**src/rtl/control_sequencer_if.sv**
```systemverilog
// control_sequencer_if
//   Bundles the datapath-facing signals of the control sequencer.
//   master : sequencer side (drives strobes, reads opcode and mem_ready)
//   slave  : datapath/RAM side (drives opcode and mem_ready, reads strobes)
//   opcode      : IR[31:27] read back from the datapath
//   mem_ready   : RAM read data valid / write accepted this cycle
//   pco..opi    : datapath register strobes
//   gra..baout  : register-select / bus encode strobes
//   mem_read/mem_write : RAM strobes
interface control_sequencer_if;
    logic [4:0] opcode;
    logic       mem_ready;
    logic       pco, pci, incpc, iri, mari, mdri, mdro;
    logic       hii, hio, loi, loo, ryi;
    logic       rzhi, rzli, rzho, rzlo, csigno, ipo, opi;
    logic       gra, grb, grc, rin, rout, baout;
    logic       mem_read, mem_write;

    modport master (
        input  opcode, mem_ready,
        output pco, pci, incpc, iri, mari, mdri, mdro,
        output hii, hio, loi, loo, ryi,
        output rzhi, rzli, rzho, rzlo, csigno, ipo, opi,
        output gra, grb, grc, rin, rout, baout,
        output mem_read, mem_write
    );

    modport slave (
        output opcode, mem_ready,
        input  pco, pci, incpc, iri, mari, mdri, mdro,
        input  hii, hio, loi, loo, ryi,
        input  rzhi, rzli, rzho, rzlo, csigno, ipo, opi,
        input  gra, grb, grc, rin, rout, baout,
        input  mem_read, mem_write
    );
endinterface

```
**src/rtl/control_sequencer.sv**
```systemverilog
// control_sequencer
//   Hardwired Moore control unit for the single-bus 32-bit datapath: fetch
//   (T0-T2) followed by opcode-specific execute steps (T3-T7).
//   clock   : system clock, rising edge
//   clear   : synchronous active-low reset
//   start   : leave IDLE / restart from HALT
//   stop    : return to IDLE at the next instruction boundary
//   dp      : datapath strobes, opcode and RAM handshake
//   busy    : high in every state except IDLE/HALT/FAULT
//   halted, fault : status levels; illegal : 1-cycle pulse in T3
//   step    : current step index (T0=0), 0 outside T0-T7
//
//   state   | meaning
//   --------+-----------------------------------------------
//   S_T0    | PC -> MAR, PC increment
//   S_T1    | memory read into MDR, waits on mem_ready
//   S_T2    | MDR -> IR
//   S_T3-T7 | execute steps, decoded by opcode class
//   S_IDLE  | stopped, all outputs low
//   S_HALT  | halt instruction executed, waits for start
//   S_FAULT | memory handshake timed out, only clear exits
module control_sequencer #(
    parameter int MEM_TIMEOUT = 15
) (
    input  logic                       clock,
    input  logic                       clear,
    input  logic                       start,
    input  logic                       stop,
    control_sequencer_if.master        dp,
    output logic                       busy,
    output logic                       halted,
    output logic                       fault,
    output logic                       illegal,
    output logic [3:0]                 step
);

    // T-steps encode their own step index so step can be read off directly.
    typedef enum logic [3:0] {
        S_T0 = 4'd0, S_T1 = 4'd1, S_T2 = 4'd2, S_T3 = 4'd3,
        S_T4 = 4'd4, S_T5 = 4'd5, S_T6 = 4'd6, S_T7 = 4'd7,
        S_IDLE = 4'd8, S_HALT = 4'd9, S_FAULT = 4'd10
    } state_t;

    typedef enum logic [3:0] {
        C_LD, C_LDI, C_ST, C_R, C_IMM, C_MUL, C_IN, C_OUT, C_NOP, C_HALT, C_ILL
    } cls_t;

    localparam logic [3:0] CNT_LAST = 4'(MEM_TIMEOUT - 1);

    state_t     state_q, state_d;
    logic [3:0] cnt_q, cnt_d;
    cls_t       cls;
    logic       waiting;

    always_comb begin
        cls = C_ILL;
        if      (dp.opcode == 5'd0)                         cls = C_LD;
        else if (dp.opcode == 5'd1)                         cls = C_LDI;
        else if (dp.opcode == 5'd2)                         cls = C_ST;
        else if (dp.opcode <= 5'd11)                        cls = C_R;
        else if (dp.opcode <= 5'd14)                        cls = C_IMM;
        else if (dp.opcode <= 5'd16)                        cls = C_MUL;
        else if (dp.opcode == 5'd22)                        cls = C_IN;
        else if (dp.opcode == 5'd23)                        cls = C_OUT;
        else if (dp.opcode == 5'd24)                        cls = C_NOP;
        else if (dp.opcode == 5'd25)                        cls = C_HALT;
    end

    always_ff @(posedge clock) begin
        if (!clear) begin
            state_q <= S_IDLE;
            cnt_q   <= '0;
        end else begin
            state_q <= state_d;
            cnt_q   <= cnt_d;
        end
    end

    always_comb begin
        state_d = state_q;
        waiting = (state_q == S_T1) ||
                  (state_q == S_T6 && cls == C_LD) ||
                  (state_q == S_T7 && cls == C_ST);
        case (state_q)
            S_IDLE:  if (start) state_d = S_T0;
            S_T0:    state_d = stop ? S_IDLE : S_T1;
            S_T1:    if (dp.mem_ready) state_d = S_T2;
            S_T2:    state_d = S_T3;
            S_T3: begin
                case (cls)
                    C_R, C_IMM, C_LDI, C_LD, C_ST, C_MUL: state_d = S_T4;
                    C_HALT:                               state_d = S_HALT;
                    default:                              state_d = S_T0;
                endcase
            end
            S_T4:    state_d = S_T5;
            S_T5:    state_d = (cls == C_LD || cls == C_ST || cls == C_MUL) ? S_T6 : S_T0;
            S_T6: begin
                if (cls == C_LD)      state_d = dp.mem_ready ? S_T7 : S_T6;
                else if (cls == C_ST) state_d = S_T7;
                else                  state_d = S_T0;
            end
            S_T7:    if (cls != C_ST || dp.mem_ready) state_d = S_T0;
            S_HALT:  if (start) state_d = S_T0;
            S_FAULT: state_d = S_FAULT;
            default: state_d = S_IDLE;
        endcase
        // Timeout wins over holding; the wait counter restarts on every step change.
        if (waiting && !dp.mem_ready && cnt_q == CNT_LAST) state_d = S_FAULT;
        if (state_d != state_q) cnt_d = '0;
        else if (waiting)       cnt_d = cnt_q + 4'd1;
        else                    cnt_d = cnt_q;
    end

    always_comb begin
        {dp.pco, dp.pci, dp.incpc, dp.iri, dp.mari, dp.mdri, dp.mdro} = '0;
        {dp.hii, dp.hio, dp.loi, dp.loo, dp.ryi} = '0;
        {dp.rzhi, dp.rzli, dp.rzho, dp.rzlo, dp.csigno, dp.ipo, dp.opi} = '0;
        {dp.gra, dp.grb, dp.grc, dp.rin, dp.rout, dp.baout} = '0;
        {dp.mem_read, dp.mem_write} = '0;
        illegal = 1'b0;
        halted  = (state_q == S_HALT);
        fault   = (state_q == S_FAULT);
        busy    = !(state_q == S_IDLE || state_q == S_HALT || state_q == S_FAULT);
        step    = state_q[3] ? 4'd0 : state_q;
        case (state_q)
            S_T0: {dp.pco, dp.mari, dp.pci, dp.incpc} = '1;
            S_T1: {dp.mem_read, dp.mdri} = '1;
            S_T2: {dp.mdro, dp.iri} = '1;
            S_T3: begin
                case (cls)
                    C_R, C_IMM:        {dp.grb, dp.rout, dp.ryi} = '1;
                    C_LDI, C_LD, C_ST: {dp.grb, dp.baout, dp.ryi} = '1;
                    C_MUL:             {dp.gra, dp.rout, dp.ryi} = '1;
                    C_IN:              {dp.ipo, dp.gra, dp.rin} = '1;
                    C_OUT:             {dp.gra, dp.rout, dp.opi} = '1;
                    C_ILL:             illegal = 1'b1;
                    default: ;
                endcase
            end
            S_T4: begin
                case (cls)
                    C_R:                      {dp.grc, dp.rout, dp.rzli} = '1;
                    C_IMM, C_LDI, C_LD, C_ST: {dp.csigno, dp.rzli} = '1;
                    C_MUL:                    {dp.grb, dp.rout, dp.rzhi, dp.rzli} = '1;
                    default: ;
                endcase
            end
            S_T5: begin
                case (cls)
                    C_R, C_IMM, C_LDI: {dp.rzlo, dp.gra, dp.rin} = '1;
                    C_LD, C_ST:        {dp.rzlo, dp.mari} = '1;
                    C_MUL:             {dp.rzlo, dp.loi} = '1;
                    default: ;
                endcase
            end
            S_T6: begin
                case (cls)
                    C_LD:  {dp.mem_read, dp.mdri} = '1;
                    C_ST:  {dp.gra, dp.rout, dp.mdri} = '1;
                    C_MUL: {dp.rzho, dp.hii} = '1;
                    default: ;
                endcase
            end
            S_T7: begin
                case (cls)
                    C_LD:    {dp.mdro, dp.gra, dp.rin} = '1;
                    C_ST:    dp.mem_write = 1'b1;
                    default: ;
                endcase
            end
            default: ;
        endcase
    end

endmodule
```
**src/flat_wrapper.sv**
```systemverilog
// flat-port wrapper written by rule: the top's interface ports become plain ports
module control_sequencer_flat 
#(
    parameter int MEM_TIMEOUT = 15
)
  (clock, clear, start, stop, busy, halted, fault, illegal, step, dp_opcode, dp_mem_ready, dp_pco, dp_pci, dp_incpc, dp_iri, dp_mari, dp_mdri, dp_mdro, dp_hii, dp_hio, dp_loi, dp_loo, dp_ryi, dp_rzhi, dp_rzli, dp_rzho, dp_rzlo, dp_csigno, dp_ipo, dp_opi, dp_gra, dp_grb, dp_grc, dp_rin, dp_rout, dp_baout, dp_mem_read, dp_mem_write);
  control_sequencer_if dp_i ();
  input  logic clock;
  input  logic clear;
  input  logic start;
  input  logic stop;
  output logic busy;
  output logic halted;
  output logic fault;
  output logic illegal;
  output logic [3:0] step;
  input wire logic [$bits(dp_i.opcode)-1:0] dp_opcode;
  input wire logic [$bits(dp_i.mem_ready)-1:0] dp_mem_ready;
  output wire logic [$bits(dp_i.pco)-1:0] dp_pco;
  output wire logic [$bits(dp_i.pci)-1:0] dp_pci;
  output wire logic [$bits(dp_i.incpc)-1:0] dp_incpc;
  output wire logic [$bits(dp_i.iri)-1:0] dp_iri;
  output wire logic [$bits(dp_i.mari)-1:0] dp_mari;
  output wire logic [$bits(dp_i.mdri)-1:0] dp_mdri;
  output wire logic [$bits(dp_i.mdro)-1:0] dp_mdro;
  output wire logic [$bits(dp_i.hii)-1:0] dp_hii;
  output wire logic [$bits(dp_i.hio)-1:0] dp_hio;
  output wire logic [$bits(dp_i.loi)-1:0] dp_loi;
  output wire logic [$bits(dp_i.loo)-1:0] dp_loo;
  output wire logic [$bits(dp_i.ryi)-1:0] dp_ryi;
  output wire logic [$bits(dp_i.rzhi)-1:0] dp_rzhi;
  output wire logic [$bits(dp_i.rzli)-1:0] dp_rzli;
  output wire logic [$bits(dp_i.rzho)-1:0] dp_rzho;
  output wire logic [$bits(dp_i.rzlo)-1:0] dp_rzlo;
  output wire logic [$bits(dp_i.csigno)-1:0] dp_csigno;
  output wire logic [$bits(dp_i.ipo)-1:0] dp_ipo;
  output wire logic [$bits(dp_i.opi)-1:0] dp_opi;
  output wire logic [$bits(dp_i.gra)-1:0] dp_gra;
  output wire logic [$bits(dp_i.grb)-1:0] dp_grb;
  output wire logic [$bits(dp_i.grc)-1:0] dp_grc;
  output wire logic [$bits(dp_i.rin)-1:0] dp_rin;
  output wire logic [$bits(dp_i.rout)-1:0] dp_rout;
  output wire logic [$bits(dp_i.baout)-1:0] dp_baout;
  output wire logic [$bits(dp_i.mem_read)-1:0] dp_mem_read;
  output wire logic [$bits(dp_i.mem_write)-1:0] dp_mem_write;
  assign dp_i.opcode = dp_opcode;
  assign dp_i.mem_ready = dp_mem_ready;
  assign dp_pco = dp_i.pco;
  assign dp_pci = dp_i.pci;
  assign dp_incpc = dp_i.incpc;
  assign dp_iri = dp_i.iri;
  assign dp_mari = dp_i.mari;
  assign dp_mdri = dp_i.mdri;
  assign dp_mdro = dp_i.mdro;
  assign dp_hii = dp_i.hii;
  assign dp_hio = dp_i.hio;
  assign dp_loi = dp_i.loi;
  assign dp_loo = dp_i.loo;
  assign dp_ryi = dp_i.ryi;
  assign dp_rzhi = dp_i.rzhi;
  assign dp_rzli = dp_i.rzli;
  assign dp_rzho = dp_i.rzho;
  assign dp_rzlo = dp_i.rzlo;
  assign dp_csigno = dp_i.csigno;
  assign dp_ipo = dp_i.ipo;
  assign dp_opi = dp_i.opi;
  assign dp_gra = dp_i.gra;
  assign dp_grb = dp_i.grb;
  assign dp_grc = dp_i.grc;
  assign dp_rin = dp_i.rin;
  assign dp_rout = dp_i.rout;
  assign dp_baout = dp_i.baout;
  assign dp_mem_read = dp_i.mem_read;
  assign dp_mem_write = dp_i.mem_write;
  control_sequencer #(.MEM_TIMEOUT(MEM_TIMEOUT)) u_core (.clock(clock), .clear(clear), .start(start), .stop(stop), .dp(dp_i), .busy(busy), .halted(halted), .fault(fault), .illegal(illegal), .step(step));
endmodule
```
**config.mk**
```make
export PLATFORM = sky130hd
export DESIGN_NAME = control_sequencer_flat
export DESIGN_NICKNAME = d
export VERILOG_FILES = /design/src/rtl/control_sequencer_if.sv /design/src/rtl/control_sequencer.sv /design/src/flat_wrapper.sv
export SDC_FILE = /design/constraint.sdc
export NUM_CORES = 1
export LEC_CHECK = 0
export BUFFER_PORTS_ARGS = -buffer_cell sky130_fd_sc_hd__clkbuf_2
export CORE_MARGIN = 5
export CORE_UTILIZATION = 45
export CTS_BUF_LIST = sky130_fd_sc_hd__clkbuf_8 sky130_fd_sc_hd__clkbuf_16
export DETAILED_ROUTE_END_ITERATION = 10
export PLACE_DENSITY = 0.74
export SKIP_CTS_REPAIR_TIMING = 1
export SLEW_MARGIN = 20
export SYNTH_ARGS = -nofsm -noshare
export SYNTH_HDL_FRONTEND = slang
export SYNTH_SLANG_ARGS = --single-unit
```
**constraint.sdc**
```tcl
create_clock -name clock -period 5.56 [get_ports clock]
set_clock_uncertainty 0.05 [all_clocks]
set_input_delay 1.112 -clock clock [delete_from_list [all_inputs] [get_ports clock]]
set_output_delay 1.112 -clock clock [all_outputs]
set_load 0.1 [all_outputs]
```
---- Word level (Yosys, flattened, before mapping) ----
Cells that the tools add are included.
operators by class
  bitwise operators ....................... 1
  equality and inequality tests ........... 28
  $lt $le $gt $ge ......................... 3
  $add $sub $neg .......................... 1
  reduce and logical (&&, ||, !) cells .... 27
  multiplexer cells ....................... 61
operators by type and width
  kind                                                            count
  two-way mux 4 bit                                               15
  case mux 4 bit (10 select lines)                                1
  == test 4 x 3 -> 1 bit, second input constant                   8
  two-way mux 1 bit                                               32
  == test 4 bit, second input constant                            6
  == test 5 bit, second input constant                            4
  == test 4 x 2 -> 1 bit, second input constant                   4
  less-or-equal comparator 5 x 4 -> 1 bit, second input constant  2
  case mux 1 bit (2 select lines)                                 5
  two-way mux 3 bit                                               3
  OR reduction 3 bit                                              3
  == test 4 x 1 -> 1 bit, second input constant                   2
  zero test 4 bit                                                 2
  case mux 4 bit (2 select lines)                                 1
  OR reduction 2 bit                                              4
  OR reduction 4 bit                                              2
  logical OR 1 bit                                                7
  case mux 1 bit (3 select lines)                                 2
  OR reduction 6 bit                                              1
  == test 5 x 1 -> 1 bit, second input constant                   1
  == test 5 x 2 -> 1 bit, second input constant                   1
  less-or-equal comparator 5 bit, second input constant           1
  zero test 5 bit                                                 1
  OR reduction 5 bit                                              1
  8 further kinds                                                 12
word-level totals
  output and inout port bits .............. 35
  bits of input ports ..................... 10
  bits in registers ....................... 8
  word-level logic and storage cells ...... 123

---- Depth between registers and ports, before layout ----
Gate-level depths: netlist of the first run.
  depth in word-level cells ............... 20
  gate-level depth with buffers ........... 7
  mapped depth without buffers ............ 7

---- Worst setup path before layout of the first run ----
Ideal clock, no wire load.
  kind .................................... register to output
  start point ............................. reg u_core.state_q[3]
  end point ............................... out dp_rout
  required time ........................... 4.398 ns
  buffers on the path ..................... 0
  stages on the path, launching flop included .. 6
  setup slack ............................. -2.993 ns
  arrival ................................. 7.391 ns
  path through ............................ dfxtp_1 -> nand2b_4 -> inv_1 -> nand2_1 -> a2111oi_0 -> or4b_1
on the way
  word-level cells in the longest chain between the ends .. 2
  elaborated cells on any way between the ends .. 4
  those cells by class .................... eq/ne: 3; mux: 1
ends and longest elaborated chain
  what                                                              line                      source
  from (decl)                                                       control_sequencer.sv:50   state_t state_q, state_d;
  from (signal assigned)                                            control_sequencer.sv:74   state_q <= state_d;
  == test 4 x 3 -> 1 bit or == test 4 x 2 -> 1 bit (tied branches)  control_sequencer.sv:126  case (state_q)
  case mux 1 bit (3 select lines) *                                 control_sequencer.sv:126
  to (decl)                                                         flat_wrapper.sv:42        output wire logic [$bits(dp_i.rout)-1:0] dp_rout;
Every way passes the cells marked *; elsewhere a longest branch is shown, timed or not.

---- Final worst setup path of the first run ----
  start point ............................. in dp_opcode[4]
  end point ............................... out dp_gra
on the way
  word-level cells in the longest chain between the ends .. 15
  elaborated cells on any way between the ends .. 35
  those cells by class .................... order compare: 3; eq/ne: 13; mux: 15; reduce/logical: 4
ends and longest elaborated chain
  what                                                  line                                                source
  from (decl)                                           flat_wrapper.sv:17                                  input wire logic [$bits(dp_i.opcode)-1:0] dp_opcode;
  == test 5 bit                                         control_sequencer.sv:66                             else if (dp.opcode == 5'd25) cls = C_HALT;
  two-way mux 2 bit                                     control_sequencer.sv:66
  two-way mux 4 bit                                     control_sequencer.sv:65                             else if (dp.opcode == 5'd24) cls = C_NOP;
  two-way mux 4 bit                                     control_sequencer.sv:64                             else if (dp.opcode == 5'd23) cls = C_OUT;
  two-way mux 4 bit                                     control_sequencer.sv:63                             else if (dp.opcode == 5'd22) cls = C_IN;
  two-way mux 4 bit                                     control_sequencer.sv:62                             else if (dp.opcode <= 5'd16) cls = C_MUL;
  two-way mux 4 bit                                     control_sequencer.sv:61                             else if (dp.opcode <= 5'd14) cls = C_IMM;
  two-way mux 4 bit                                     control_sequencer.sv:60                             else if (dp.opcode <= 5'd11) cls = C_R;
  two-way mux 4 bit                                     control_sequencer.sv:59                             else if (dp.opcode == 5'd2) cls = C_ST;
  two-way mux 4 bit                                     control_sequencer.sv:58                             else if (dp.opcode == 5'd1) cls = C_LDI;
  two-way mux 4 bit *                                   control_sequencer.sv:57                             if (dp.opcode == 5'd0) cls = C_LD;
  == test 4 x 2 -> 1 bit, or another cell as far along  control_sequencer.sv:150                            case (cls)
  OR reduction 3 bit, on equally long branches          n/a
  two-way mux 1 bit, on equally long branches           control_sequencer.sv:150, control_sequencer.sv:131
  case mux 1 bit (4 select lines) *                     control_sequencer.sv:126
  to (decl)                                             flat_wrapper.sv:38                                  output wire logic [$bits(dp_i.gra)-1:0] dp_gra;
Marked as above.

==> metrics.md, run 1 <==
| Metric | Value |
|---|---|
| Fraction of synthesized area in multiplexers | `0.008048` |
| Post-route design area | `around 0.0015 sq mm` |
| Average wire per cell in the routed design | `between 10 and 15 um` |
| Area of the die | `just under 0.004 sq mm` |
| Chip Height | `~63 um` |
| Netlist area before placement | `about 0.0012 sq mm` |
| F_max | `around 0.24 GHz` |
| Worst-path clk slew | `about 40 ps` |
| Number of cells traversed by the worst register-to-register path | `7` |
| Share of async-settable or async-resettable flops after synthesis | `0` |
| Type of element launching the critical path | `input pin` |
| Estimated wirelength of the detail-placed design | `about 2800 um` |
| Cell total after placement | `239` |
| Clock tree from TritonCTS | `done` |
| Number of synthesized flops with an enable pin | `0` |
| Leading cell types by total area after synthesis | `dfxtp_1 (13%), nor2_1 (8.1%), nand2_1 (6.0%), nor3_1 (4.4%), buf_4 (3.6%)` |
| Clock tree sinks | `8` |
| GPL Wtd Cong | `roughly 0.95` |
| Crit path setup slack, layout | `~1400 ps` |
| Layout Cells excl Fill | `between 200 and 250` |
| Max-cap violation count | `0` |
| Share of layout cells above drive strength 1 | `0.2938` |
| Number of library cell types mapped by synthesis | `55` |
| Final Setup Violations | `0` |
| Total power per unit cell area | `155.7 mW/mm^2` |
| Largest net degree at the start of global routing | `18` |
| Relative slew slack | `0.6335` |
| Critical path type | `input pin to output pin` |
| Number of inserted filler cells in the final layout | `roughly 280` |
| Layout Area Growth over Synthesis | `17.10%` |
| Synth Area in XOR/XNOR | `0.02113` |
| Top-level I/O count | `45` |
| Final nets | `225` |
| Via density per instance | `about 5.8` |
| Critical register-to-register path endpoint | `u_core.cnt_q[1]` |
| Number of detailed-route iterations in the first pass | `4` |
| Fin. max-slew vios | `0` |
| H-tree levels | `1` |
| Starting density of the core | `0.4589` |
| Capturing element type of the critical path | `output pin` |
| Global-route wire length before repair | `slightly above 6000 um` |
| Hold/Removal Path Class | `flop to flop` |
| Critical-path top delay cell | `or4_4` |
| Total global-route track usage | `0.1853` |
| Worst Max-Slew Pin Slew | `approximately 550 ps` |
| ANT nets after route | `0` |
| Leakage power summed over all cells | `0.6753 nW` |
| Adder-cell share of the synthesized area | `0.02012` |
| Clock root buffer | `clkbuf_8` |
| Destination of the critical timing path | `dp_gra` |
| Area of placed instances | `between 0.001 and 0.0015 sq mm` |
| Count of warnings emitted by yosys | `0` |
| Reg2reg setup slack | `between 3000 and 4000 ps` |
| Main flop type after synthesis | `dfxtp_1` |
| Outcome | `finished clean` |
| Cell-by-cell trace of the critical path | `clkbuf_2 > or4_4 > nor2_8 > nand2_1 > nor2_1 > nor2_1 > o211ai_1 > clkbuf_2` |
| DRC violation count after routing | `0` |
| Period utilisation layout | `0.7442` |
| Total clock buffers created by CTS | `3` |
| Peak supply drop | `between 0.15 and 0.2 mV` |
| Proportion of netlist area held by the largest area contributor | `0.1288` |
| Register bit count reported by yosys | `8` |
| Synth area leader | `dfxtp_1` |
| Most common library cell in the layout ignoring fill and taps | `clkbuf_2` |
| Die W | `between 60 and 70 um` |
| Overflow after GRT | `0` |
| Worst hold slack | `between 500 and 600 ps` |
| Final cell utilization of the core | `0.5374` |
| Highest net fanout along the worst path | `17` |
| Critical path's largest stage delay | `~650 ps` |
| Iter 0 DRT Violations | `64` |
| Floorplan row count | `19` |
| Number of antenna violations at the first check in global routing | `0` |
| Area of the placeable core | `between 0.002 and 0.003 sq mm` |
| CP Data Arrival Time | `slightly below 3000 ps` |
| Simple logic cell fraction of the synthesized area | `0.4759` |
| Mapped Cells | `between 150 and 200` |
| Number of global-route vias before repair | `roughly 1300` |
| Post-route minimum period | `between 4000 and 5000 ps` |
| RSZ-0062 raised after global routing | `false` |
| Final wirelength | `about 3400 um` |
| Total vias in the final route | `1401` |
| Commonest cells after routing, fill and taps aside | `clkbuf_2 (41), nor2_1 (27), nand2_1 (20), nor3_1 (10)` |
| Seq/Total Area, Yosys | `0.1288` |
| CTS max path bufs | `2` |
| Antenna diode count | `0` |
| Port Buffers | `41` |
| Worst setup path start | `dp_opcode[4]` |
| Combinational family with the most area after synthesis | `simple AND/OR/NAND/NOR gates` |
| Syn_area_per_cell | `6.871 sq um` |
| Insertion delay of the later-clocked pin in the worst-skew pair | `roughly 230 ps` |
| Post-Place Worst Slack | `~1400 ps` |
| Share of the synthesized area in compound gates (AO/OA/AOI/OAI) | `0.2445` |
| Worst endpoint required time | `4400 ps` |
| Startpoint of the worst register-to-register path | `u_core.state_q[2]` |
| Total count of hold-check failures in the final report | `0` |
==> metrics by stage <==
stage / power (mW) / TNS (ps)
2_1_floorplan: 0.1493 / -11.00
3_3_place_gp: 0.1599 / 0
3_5_place_dp: 0.1600 / 0
4_1_cts: 0.2289 / 0
5_1_grt: 0.2409 / 0
6_report: 0.2267 / 0
==> critical path, delay by kind of cell <==
| kind | cells | cell delay, ps |
|---|---|---|
| AND/OR/NAND/NOR | 5 | 1040 |
| buffers and inverters | 2 | 710 |
| AO/OA/AOI/OAI | 1 | 100 |
==> area by class of cell <==
type	count	area [sq um]	area share
clock buffers	3	41.29	0.02835
inverters	7	26.28	0.01804
multi-input cells	152	984.7	0.6761
flip-flops and latches	8	160.2	0.1100
well taps	31	38.79	0.02663
repair buffers	41	205.2	0.1409
==> state kept, by name, summed over array words and instances (netlist names) <==
name	flops
u_core.state_q	4
u_core.cnt_q	4
==> per-layer routing <==
metal | share of wire | GRT usage
met5 | 0 | 0
met4 | 0.019 | 0.09019
met3 | 0.087 | 0.04856
met2 | 0.46 | 0.2927
met1 | 0.43 | 0.2309
==> how the worst min path moves through the flow <==
stage,from,end,slack [ps],depth (start not counted)
2_1_floorplan,u_core.cnt_q[3],u_core.cnt_q[3],480,2
3_3_place_gp,u_core.cnt_q[3],u_core.cnt_q[3],520,2
3_5_place_dp,u_core.cnt_q[2],u_core.cnt_q[2],520,2
4_1_cts,u_core.cnt_q[2],u_core.cnt_q[2],530,2
5_1_grt,u_core.cnt_q[2],u_core.cnt_q[2],570,2
6_report,u_core.cnt_q[2],u_core.cnt_q[2],530,2
==> synthesized netlist by cell type, types with 2 or more instances <==
master and instances:
a21oi_1 8, a31oi_1 2, and3_1 2, buf_2 5, buf_4 6, clkbuf_1 4, dfxtp_1 8, ha_1 2
inv_1 7, nand2_1 20, nand2b_1 6, nand3_1 5, nand4_2 2, nor2_1 27, nor2b_1 6, nor3_1 11
nor3b_1 2, nor4_1 3, nor4_2 2, o21a_1 2, o21ai_0 8, o21ai_1 4, o21bai_1 2, o22ai_1 2
o31ai_1 3, or4b_1 2, xor2_1 2
==> power breakdown <==
group	leakage [nW]	internal, mW	switching, mW
clock network	0.0216	0.0467	0.0206
logic	0.589	0.0194	0.0764
registers	0.0649	0.0592	0.00448
==> cell families after synthesis <==
kind of cell | Yosys count
and+or+nand+nor | 101
xor gates and xnor gates | 3
DFF | 8
AOI/OAI and AO/OA | 42
other | 1
muxes | 1
adders and majority gates | 2
buffers and inverters | 23
No activity file was read; power rests on OpenSTA's default activity.
==> inputs of run 2 (changes only) <==
- clock period: 5.56 -> 4 ns (I/O delays scaled with it)
==> metrics.md, run 2 (synthesis gave the netlist of run 1 again) <==
| Metric | Value |
|---|---|
| Most common library cell in the layout ignoring fill and taps | `clkbuf_2` |
| Reg2reg setup slack | `roughly 1900 ps` |
| CP Data Arrival Time | `approximately 2700 ps` |
| Critical register-to-register path endpoint | `u_core.cnt_q[2]` |
| Number of detailed-route iterations in the first pass | `4` |
| Total vias in the final route | `around 1400` |
| Layout Area Growth over Synthesis | `21.23%` |
| Cell total after placement | `between 200 and 250` |
| Insertion delay of the later-clocked pin in the worst-skew pair | `~220 ps` |
| GPL Wtd Cong | `just over 0.9` |
| Global-route wire length before repair | `roughly 6100 um` |
| Total power per unit cell area | `~210 mW/mm^2` |
| Port Buffers | `41` |
| Critical path type | `input pin to output pin` |
| Area of the die | `about 0.004 sq mm` |
| Period utilisation layout | `0.8953` |
| H-tree levels | `1` |
| Share of layout cells above drive strength 1 | `0.3128` |
| Clock tree sinks | `8` |
| Area of the placeable core | `0.002710 sq mm` |
| CTS max path bufs | `2` |
| Layout Cells excl Fill | `242` |
| Starting density of the core | `0.4589` |
| Commonest cells after routing, fill and taps aside | `clkbuf_2 (41), nor2_1 (27), nand2_1 (20), nor3_1 (9)` |
| Met3 routing resource usage after global routing | `0.03058` |
| Startpoint of the worst register-to-register path | `u_core.state_q[2]` |
| Number of inserted filler cells in the final layout | `about 270` |
| Max-cap violation count | `0` |
| ANT nets after route | `0` |
| Number of global-route vias before repair | `between 1000 and 1500` |
| Top-level I/O count | `between 40 and 50` |
| Outcome | `finished clean` |
| Capturing element type of the critical path | `output pin` |
| Layer with the highest usage after global routing | `met2` |
| Fin. max-slew vios | `0` |
| Via density per instance | `approximately 5.7` |
| DRC violation count after routing | `0` |
| Final cell utilization of the core | `0.5563` |
| Type of element launching the critical path | `input pin` |
| Peak supply drop | `between 0.3 and 0.4 mV` |
| Total negative slack | `0 ps` |
| Leakage power summed over all cells | `a little under 0.7 nW` |
| Worst-path clk slew | `40 ps` |
| Highest net fanout along the worst path | `17` |
| GRT met2 Usage | `0.2940` |
| Average wire per cell in the routed design | `~14 um` |
| Hold/Removal Path Class | `flop to flop` |
| Total global-route track usage | `0.1752` |
| Total count of hold-check failures in the final report | `0` |
| Fraction of met1 tracks used by global routing | `0.2371` |
| Combined area of the multi-input logic cells | `roughly 0.0010 sq mm` |
| F_max | `0.2793 GHz` |
| Total clock buffers created by CTS | `3` |
| Chip Height | `approximately 63 um` |
| Worst setup path start | `dp_opcode[4]` |
| Final Setup Violations | `0` |
| Iter 0 DRT Violations | `~80` |
| Die W | `62.57 um` |
| Post-route minimum period | `3581 ps` |
| Combined flip-flop and latch cell area | `160.2 sq um` |
| Antenna diode count | `0` |
| Number of antenna violations at the first check in global routing | `0` |
| RSZ-0062 raised after global routing | `false` |
| Final nets | `between 200 and 250` |
| Relative slew slack | `0.6372` |
| Estimated wirelength of the detail-placed design | `around 2800 um` |
| Worst Max-Slew Pin Slew | `about 550 ps` |
| Worst endpoint required time | `3150 ps` |
| Floorplan row count | `19` |
| Largest net degree at the start of global routing | `18` |
| Largest registers | `u_core.cnt_q x4, u_core.state_q x4` |
| Clock tree from TritonCTS | `done` |
| Destination of the critical timing path | `dp_gra` |
| Final wirelength | `approximately 3400 um` |
| Number of cells traversed by the worst register-to-register path | `7` |
| Overflow after GRT | `0` |
| Clock root buffer | `clkbuf_8` |
run 2: how the worst min path moves through the flow:
stage / start / to / slack [ps] / depth (start not counted)
3_5_place_dp: u_core.cnt_q[2] / u_core.cnt_q[2] / 520 / 2
2_1_floorplan: u_core.cnt_q[3] / u_core.cnt_q[3] / 480 / 2
5_1_grt: u_core.cnt_q[3] / u_core.cnt_q[3] / 590 / 2
4_1_cts: u_core.cnt_q[2] / u_core.cnt_q[2] / 540 / 2
6_report: u_core.cnt_q[2] / u_core.cnt_q[2] / 540 / 2
3_3_place_gp: u_core.cnt_q[3] / u_core.cnt_q[3] / 500 / 2
run 2: worst max-delay path, stage by stage:
cell and delay [ps]:
clkbuf_2 260, or4_4 660, nor2_8 130, nand2_1 90
nor2_1 150, nor2_1 70, o211ai_1 90, clkbuf_2 480
run 2: cell type report:
cell class	instances	area share
Clock buffer	3	0.02739
Inverter	7	0.01743
Multi-Input combinational cell	152	0.6871
Sequential cell	8	0.1062
Tap cell	31	0.02573
Timing Repair Buffer	41	0.1361
run 2: metrics by stage:
step                      instance area [sq um]  hold WS (ps)  total power, mW  worst slack, ps
after floorplan                            1319         478.1           0.2108           -616.6
after global placement                     1466         503.6           0.2255            443.3
after detailed placement                   1466         524.1           0.2260            425.2
after CTS                                  1508         539.9           0.3175            417.0
after global routing                       1508         586.4           0.3333            291.7
final                                      1508         537.6           0.3148            419.0
run 2: layer usage:
metal	wire length [um]	vias up	share of wire
met5	0	-	0
met3	194	0	0.057
met1	1624	626	0.48
met2	1595	42	0.47
li1	-	706	-
met4	0	0	0
run 2: where the power goes:
| group | switching, mW | internal, mW |
|---|---|---|
| Combinational | 0.109 | 0.0275 |
| Sequential | 0.00655 | 0.0822 |
| Clock | 0.0248 | 0.0646 |
| Total | 0.140 | 0.174 |
